[src/rtl/piso_bit_streamer.sv]
// piso_bit_streamer: parallel-in serial-out bit streamer with valid/ready word input
module piso_bit_streamer #(
  parameter int DATA_W = 8,
  parameter bit MSB_FIRST = 1'b1,
  parameter bit IDLE_BIT = 1'b0,
  parameter int CNT_W = 16
) (
  input  logic              clk,
  input  logic              rst,
  input  logic              flush,
  input  logic              s_valid,
  output logic              s_ready,
  input  logic [DATA_W-1:0] s_data,
  output logic              bit_out,
  output logic              bit_valid,
  output logic              frame_done,
  output logic              busy,
  output logic [CNT_W-1:0]  frames_sent
);
  localparam int IW = $clog2(DATA_W);
  localparam logic [IW-1:0] LAST = IW'(DATA_W - 1);
  typedef enum logic {IDLE, SHIFT} state_t;
  state_t state, state_n;
  logic [DATA_W-1:0] shreg, shreg_n;
  logic [IW-1:0] idx, idx_n;
  logic [CNT_W-1:0] cnt_n;
  logic last, hs;
  assign busy = state == SHIFT;
  assign last = busy && idx == LAST;
  assign s_ready = rst && !flush && (!busy || last);
  assign hs = s_valid && s_ready;
  assign bit_valid = busy;
  assign frame_done = last;
  assign bit_out = busy ? (MSB_FIRST ? shreg[DATA_W-1] : shreg[0]) : IDLE_BIT;
  // next-state: flush aborts, handshake (re)loads, last bit closes the frame
  always_comb begin
    state_n = flush ? IDLE : hs ? SHIFT : last ? IDLE : state;
    idx_n = (flush || hs || last) ? '0 : busy ? idx + 1'b1 : idx;
    shreg_n = hs ? s_data : busy ? (MSB_FIRST ? shreg << 1 : shreg >> 1) : shreg;
    cnt_n = frames_sent + CNT_W'(last && !flush);
  end
  // state register with asynchronous active-low reset
  always_ff @(posedge clk or negedge rst) begin
    if (!rst) begin
      state <= IDLE;
      shreg <= '0;
      idx <= '0;
      frames_sent <= '0;
    end else begin
      state <= state_n;
      shreg <= shreg_n;
      idx <= idx_n;
      frames_sent <= cnt_n;
    end
  end
endmodule

[config.mk]
export PLATFORM = sky130hd
export DESIGN_NAME = piso_bit_streamer
export DESIGN_NICKNAME = d
export VERILOG_FILES = /design/src/rtl/piso_bit_streamer.sv
export SDC_FILE = /design/constraint.sdc
export NUM_CORES = 1
export LEC_CHECK = 0
export BUFFER_PORTS_ARGS = -buffer_cell sky130_fd_sc_hd__buf_2
export CAP_MARGIN = 0
export CORE_MARGIN = 4
export CORE_UTILIZATION = 45
export DETAILED_ROUTE_END_ITERATION = 16
export HOLD_SLACK_MARGIN = 0.03
export PLACE_DENSITY = 0.69
export SYNTH_ARGS = -nofsm -noshare
export SYNTH_HDL_FRONTEND = slang
export SYNTH_SLANG_ARGS = --single-unit
[constraint.sdc]
create_clock -name clk -period 2.15 [get_ports clk]
set_input_delay 0.43 -clock clk [delete_from_list [all_inputs] [get_ports clk]]
set_output_delay 0.43 -clock clk [all_outputs]
set_load 0.05 [all_outputs]
# Yosys cells after proc, flatten, opt, wreduce, memory -nomap -nowiden

Cells that the tools add are included.

Mux-type cells: 8
Equality and inequality tests: 1
Reductions and logical operators: 13
Add/subtract/negate cells: 2

Operators with widths:

| kind                | count |
|---|---|
| $add 16x1->16       | 1 |
| $mux 8              | 2 |
| $mux 3              | 2 |
| $logic_and 1x1->1   | 5 |
| $mux 1              | 4 |
| $reduce_bool 2->1   | 2 |
| $add 3x1->3 const B | 1 |
| $eq 3x3->1 const B  | 1 |
| $logic_or 1x1->1    | 3 |
| $reduce_bool 3->1   | 1 |
| $logic_not 1->1     | 2 |

Output and inout bits: 21
Register bits: 28
Input port bits: 12
Logic and storage cells: 28

# Longest topological paths before layout

Gate-level depths: netlist of the first run.

Depth after elaboration: 8
Gate-level depth with buffers: 9
Gate-level depth less buffers: 9

# Least setup slack after synthesis of the first run

No wires, ideal clock.

Path type: register -> output
Start: reg state, in the netlist bit_valid
End: out s_ready
Buffers on the path: 1
Required time: 1.720 ns
Setup slack: -0.452 ns
Cell stages (with the launch flop): 4
Arrival: 2.172 ns
Cell sequence: dfrtp_1 -> buf_2 -> nor2b_1 -> nor3b_1

Word-level cells in the longest chain between the ends: 3
Elaborated cells on any way between the ends: 4
Those cells by class: 4 x reduce/logical

RTL lines:

| what                                                        | RTL line | text |
|---|---|---|
| start, declared                                             | 23       | `state_t state, state_n;` |
| start signal, assigned                                      | 50       | `state <= state_n;` |
| $logic_not 1->1 / $logic_and 1x1->1 (equally long branches) | 30, 29   |  |
| $logic_or 1x1->1 *                                          | 30       | `assign s_ready = rst && !flush && (!busy \|\| last);` |
| $logic_and 1x1->1 *                                         | 30       |  |
| end, declared                                               | 12       | `output logic s_ready,` |

Every way passes the cells marked *; elsewhere a longest branch is shown, timed or not.

# Final worst setup path of the first run

Start: reg idx[0]
End: reg frames_sent[10]

Word-level cells in the longest chain between the ends: 4

RTL lines:

| what                   | RTL line | text |
|---|---|---|
| start, declared        | 25       | `logic [IW-1:0] idx, idx_n;` |
| start signal, assigned | 52       | `idx <= idx_n;` |
| $eq 3x3->1             | 29       | `assign last = busy && idx == LAST;` |
| $logic_and 1x1->1      | 29       |  |
| $logic_and 1x1->1      | 40       | `cnt_n = frames_sent + CNT_W'(last && !flush);` |
| $add 16x1->16          | 40       |  |
| net cnt_n[10]          | 26       | `logic [CNT_W-1:0] cnt_n;` |
| end signal, assigned   | 53       | `frames_sent <= cnt_n;` |
| end, declared          | 18       | `output logic [CNT_W-1:0] frames_sent` |

The timed path passes the listed nets, and every way through them passes these cells.
A chain may end at the register's enable or synchronous reset.

==> flow_metrics.tcl, run 1 <==
set metrics [dict create \
    status "completed" \
    worstPathArrival_ns 2.32 \
    syn-num-nets 123 \
    r2r_setup_slack_ns 0.08 \
    ys_seq_elements 28 \
    io_pins 33 \
    antenna_found_initial 0 \
    seq_area_frac_synth_pct 52.3 \
    worstHoldStart "s_data[2]" \
    critPathKind "reg -> reg" \
    grt_pass1_wl_um 4330 \
    hold_depth 2 \
    dpl_cell_area_sq_mm 0.00155 \
    max-cap-violations 0 \
    worstMarginPinSlew_ns 0.357 \
    postSynthCellCount 106 \
    area_growth_pct 24.2 \
    reg2reg_from "idx[0]$_DFFE_PN0P_" \
    portBuffers 32 \
    worstSkewPairLatency_ns 0.33 \
    ir_worst_vdd_mv 0.549 \
    power_density_mw_per_mm2 699 \
    grt_max_degree 27 \
    place_ws_ns 0.0988 \
    finalCoreUtilization_pct 59.3 \
    final_cell_area_sq_mm 0.00166 \
    yosys_warnings 0 \
    routedWlPerCell_um 14.9 \
    numPlacedInstances 169 \
    via_per_inst 5.23 \
    crit_path_end_kind "flip-flop" \
    wl_um 2590 \
    num_vias 910 \
    r2r-end "frames_sent[10]$_DFF_PN0_" \
    period_needed_ns 2.07 \
    stdcell_count 174 \
    yosys.area.top_type_share_pct 52.3 \
    postCtsSetupBuffers 0 \
    worst_r2r_path_depth 9 \
    multiInputGateArea_sq_um 682 \
    path_clk_slew_ns 0.15 \
    place_congestion 0.738 \
    start_kind "flip-flop" \
    ys_top_cells_by_area "dfrtp_1 (52%), mux2_2 (12%), xor2_1 (7.2%), ha_1 (4.7%), nor4_2 (3.7%)" \
    cp_max_fo 4 \
    firstDrtPassIters 4 \
    fin_nets 161 \
    dieArea_sq_mm 0.00392 \
    cp_slowest_stage_delay_ns 0.40 \
    grt-ovfl-total 0 \
    htree_levels 1 \
    drive_gt1_share_pct 49.0 \
    netlist_area_sq_mm 0.00134 \
    clockBufferDepth 2 \
    ys_types 25 \
    clock-sinks 28 \
    core-area_sq_mm 0.00281 \
    drtAntennaViolNets 0 \
    num-fill-cells 243 \
    max_freq_mhz 484 \
    fin_skew_ns 0.00903 \
    synth.avg_cell_area_sq_um 12.6 \
    relSlewSlack_pct 76.1 \
    initial_core_util_pct 47.8 \
    setup_viol 0 \
    final.period_utilization_pct 96.1 \
    slowest_stage "dfrtp_1" \
    finalHoldViolCount 0 \
    final_cell_mix "buf_2 (32), dfrtp_1 (27), mux2_2 (14), xor2_1 (11), nor2_1 (6)" \
    finalSetupTns_ns 0 \
    cp.required_ns 2.40 \
    maxSlewViolCount 0 \
    fp-row-count 19 \
    hp-class "in -> reg" \
    grt_usage_pct 13.7 \
    final_common_cell "buf_2" \
    cts_tree "done" \
    place_hpwl_um 1940 \
    worstHoldEndpoint "shreg[2]$_DFFE_PN0P_" \
    synth_top_cell_by_area "dfrtp_1" \
    finalPower_mw 1.16 \
    cp_cell_sequence "ha_1, ha_2, and2_4, nor2b_2, ha_2, ha_4, nand3_1, nor3_2, xor2_1" \
    seq_area_sq_um 702 \
    worst_path_most_repeated_cell "ha_2" \
    die_h_um 62.6 \
    hold-worst-slack_ns 0.321 \
    root_buffer "clkbuf_4" \
    p_leak_nw 0.879 \
    drt_iter0_markers 27 \
    die_w_um 62.6 \
    grt_pass1_vias 909 \
    cts_made_buffers 3 \
    fin_ws_ns 0.0844 \
    diodes 0 \
    post-route-drc-count 0 \
]
## worst max path at each step
stage	start	to	slack, ns	cells after the start
2_1_floorplan	bit_valid$_DFFE_PN0P_	frames_sent[10]$_DFF_PN0_	0.02	8
3_3_place_gp	idx[0]$_DFFE_PN0P_	frames_sent[14]$_DFF_PN0_	0.18	9
3_5_place_dp	idx[0]$_DFFE_PN0P_	frames_sent[14]$_DFF_PN0_	0.1	9
4_1_cts	idx[0]$_DFFE_PN0P_	frames_sent[10]$_DFF_PN0_	0.03	9
5_1_grt	idx[0]$_DFFE_PN0P_	frames_sent[10]$_DFF_PN0_	-0.02	9
6_report	idx[0]$_DFFE_PN0P_	frames_sent[10]$_DFF_PN0_	0.08	9
## state kept, by name (all words and copies together) (netlist names)
name,cells
shreg,8
frames_sent,16
idx,3
bit_valid,1
## routing by layer
layer  wire length (um)  track usage [%]
met4                  9             2.48
met5                  0                0
met3                119             4.32
met2               1280             22.0
met1               1190             18.5
## cells in the mapped netlist
master    number
nor2_1         7
mux2i_1        1
nand2_1        5
nand4_1        2
a21oi_1        1
xnor2_1        3
nor4_2         4
o21ai_0        1
nor3_1         3
and2_1         2
buf_4          1
nand4b_2       1
nand2b_1       1
a22oi_1        2
xor2_1        11
nand4_4        1
nand3_1        6
mux2_1         1
buf_2          1
ha_1           5
inv_1          1
nor2b_1        3
mux2_2        14
dfrtp_1       28
nor3b_1        1
## repair_timing
action                     CTS  global route
gates cloned                 0             0
pin swaps                    0             0
hold buffers                 1             0
gates resized for setup      1            11
hold endpoints to repair     3             0
setup endpoints to repair    1             7
## critical path, delay by kind of cell (launching register included)
| family | cells | cell delay (ns) |
|---|---|---|
| and+or+nand+nor | 4 | 0.65 |
| DFF | 1 | 0.40 |
| xor gates and xnor gates | 1 | 0.17 |
| adders and majority gates | 4 | 0.77 |
## kinds of logic (layout without fill, tap and decap cells)
| family | Yosys count | in the layout | synth area share [%] |
|---|---|---|---|
| buffers and inverters | 3 | 40 | 1.21 |
| XOR/XNOR | 14 | 14 | 9.15 |
| AO/OA/AOI/OAI | 4 | 4 | 1.87 |
| multiplexers | 16 | 16 | 13.4 |
| AND/OR/NAND/NOR | 36 | 36 | 17.5 |
| flip-flops | 28 | 28 | 52.3 |
| adder cells (fa/ha/maj) | 5 | 5 | 4.67 |
## report_power, final
part | leakage (nW) | internal [mW] | switching, mW
registers | 0.370 | 0.591 | 0.0320
logic | 0.482 | 0.117 | 0.0855
clock network | 0.0279 | 0.189 | 0.149
## area by class of cell
| cell class | instances | share of cell area, % |
|---|---|---|
| Clock buffer | 3 | 1.35 |
| Clock inverter | 1 | 1.80 |
| Inverter | 1 | 0.226 |
| Multi-Input combinational cell | 75 | 41.0 |
| Sequential cell | 28 | 42.2 |
| Tap cell | 31 | 2.33 |
| Timing Repair Buffer | 35 | 11.1 |
Note: power is estimated with default switching activity, not from simulation.
==> run 2, diff against run 1 <==
PLACE_DENSITY = unset   (was 0.69)
PLACE_DENSITY_LB_ADDON = 0.25   (was unset)
==> run 2 against run 1 <==
Compared with the run above:
- core utilization fell by 0.62 points
- wire length down 3.7%
- global-route usage shrank 0.10 points
- highest routed layer unchanged
- critical path type is now in -> out
- maximum frequency grew 1.2%
==> flow_metrics.tcl, run 2 (synthesized netlist as in run 1, its figures left out) <==
set metrics [dict create \
    fin_nets 163 \
    top_register "frames_sent" \
    initial_core_util_pct 47.8 \
    maxSlewViolCount 0 \
    grt-ovfl-total 0 \
    fin_ws_ns 0.109 \
    setup_viol 0 \
    place_ws_ns 0.117 \
    place_hpwl_um 1870 \
    antenna_found_initial 0 \
    fp-row-count 19 \
    fin_skew_ns 0.00145 \
    num-fill-cells 257 \
    clockBufferDepth 2 \
    num_vias 938 \
    grt_pass1_wl_um 4380 \
    die_h_um 62.6 \
    finalHoldViolCount 0 \
    drt_iter0_markers 16 \
    path_delay_family "buffers and inverters" \
    area_growth_pct 22.9 \
    io_pins 33 \
    dieArea_sq_mm 0.00392 \
    largestRegisters "frames_sent: 16 flops, shreg: 8 flops, idx: 3 flops" \
    path_clk_slew_ns 0.15 \
    stdcell_count 176 \
    power_density_mw_per_mm2 655 \
    max_freq_mhz 490 \
    worst_path_most_repeated_cell "clkbuf_4" \
    finalSetupTns_ns 0 \
    p_leak_nw 0.865 \
    cp_slowest_stage_delay_ns 0.52 \
    cp_max_fo 10 \
    relSlewSlack_pct 78.0 \
    max-cap-violations 0 \
    core-area_sq_mm 0.00281 \
    drtAntennaViolNets 0 \
    cts_made_buffers 3 \
    worstSkewPairLatency_ns 0.32 \
    routedWlPerCell_um 14.2 \
    numPlacedInstances 169 \
    worstMarginPinSlew_ns 0.330 \
    cp_cell_sequence "dlygate4sd3_1, clkbuf_4, nor3b_2, clkbuf_4" \
    worstPathArrival_ns 1.61 \
    root_buffer "clkbuf_4" \
    slowest_stage "dlygate4sd3_1" \
    via_per_inst 5.33 \
    period_needed_ns 2.04 \
    final_common_cell "buf_2" \
    grt_pass1_vias 990 \
    worst-path-buf-inv 3 \
    final.period_utilization_pct 94.9 \
    hp-class "in -> reg" \
    finalPower_mw 1.08 \
    grt_max_degree 23 \
    status "completed" \
    firstDrtPassIters 4 \
    largest_reg_flops 16 \
    start_kind "input port" \
    post-route-drc-count 0 \
    ir_worst_vdd_mv 0.429 \
    htree_levels 1 \
    clock-sinks 28 \
    drive_gt1_share_pct 48.3 \
    cp.required_ns 1.72 \
    place_congestion 0.750 \
    final_cell_mix "buf_2 (30), dfrtp_1 (27), mux2_2 (14), xor2_1 (11), nor2_1 (7)" \
    wl_um 2500 \
    diodes 0 \
    grt_usage_pct 13.6 \
    crit_path_end_kind "output port" \
    cts_tree "done" \
    die_w_um 62.6 \
    critPathKind "in -> out" \
    portBuffers 32 \
]
==> run 2: timing repair <==
action | CTS | global route
setup endpoints to repair | 1 | 5
hold buffers | 1 | 0
endpoints found under the hold margin | 6 | 0
pin swaps | 0 | 3
setup buffers | 0 | 2
gates resized for setup | 1 | 9
==> run 2: final cells by class <==
| cell class | count | area (sq um) | share of cell area, % |
|---|---|---|---|
| Multi-Input combinational cell | 75 | 661 | 40.1 |
| Clock buffer | 4 | 36.3 | 2.20 |
| Sequential cell | 28 | 702 | 42.6 |
| Inverter | 1 | 3.75 | 0.228 |
| Timing Repair Buffer | 37 | 205 | 12.5 |
| Tap cell | 31 | 38.8 | 2.36 |
==> run 2: per-layer routing <==
layer	GRT usage, %	wire length (um)	up-vias
met2	24.2	1260	24
met5	0	0	-
li1	-	-	456
met4	4.96	13	0
met3	2.88	148	2
met1	16.1	1080	456
==> run 2: stage by stage <==
step                      hold slack, ns  instance area, sq um  utilization, %
after floorplan                    0.134                  1350               -
after global placement             0.300                  1550            55.3
after detailed placement           0.299                  1550            55.3
after CTS                          0.311                  1600            57.0
after global routing               0.290                  1650            58.7
final                              0.323                  1650            58.7
==> run 2: final timing paths <==
kind	from	to	slack (ns)	cells past startpoint
max	rst	s_ready	0.11	4
min	s_data[5]	shreg[5]$_DFFE_PN0P_	0.32	2
max reg2reg	idx[1]$_DFFE_PN0P_	frames_sent[11]$_DFF_PN0_	0.14	9
min reg2reg	frames_sent[15]$_DFF_PN0_	frames_sent[15]$_DFF_PN0_	0.47	1
max in group asynchronous	rst	shreg[4]$_DFFE_PN0P_	1.19	3
min in group asynchronous	rst	frames_sent[0]$_DFF_PN0_	0.47	2
==> run 2: power breakdown <==
part           switching [mW]  leakage, nW  total (mW)  internal, mW
sequential             0.0260        0.370       0.617         0.591
clock                   0.153       0.0210       0.256         0.104
combinational          0.0869        0.475       0.206         0.119
total                   0.266        0.865        1.08         0.813
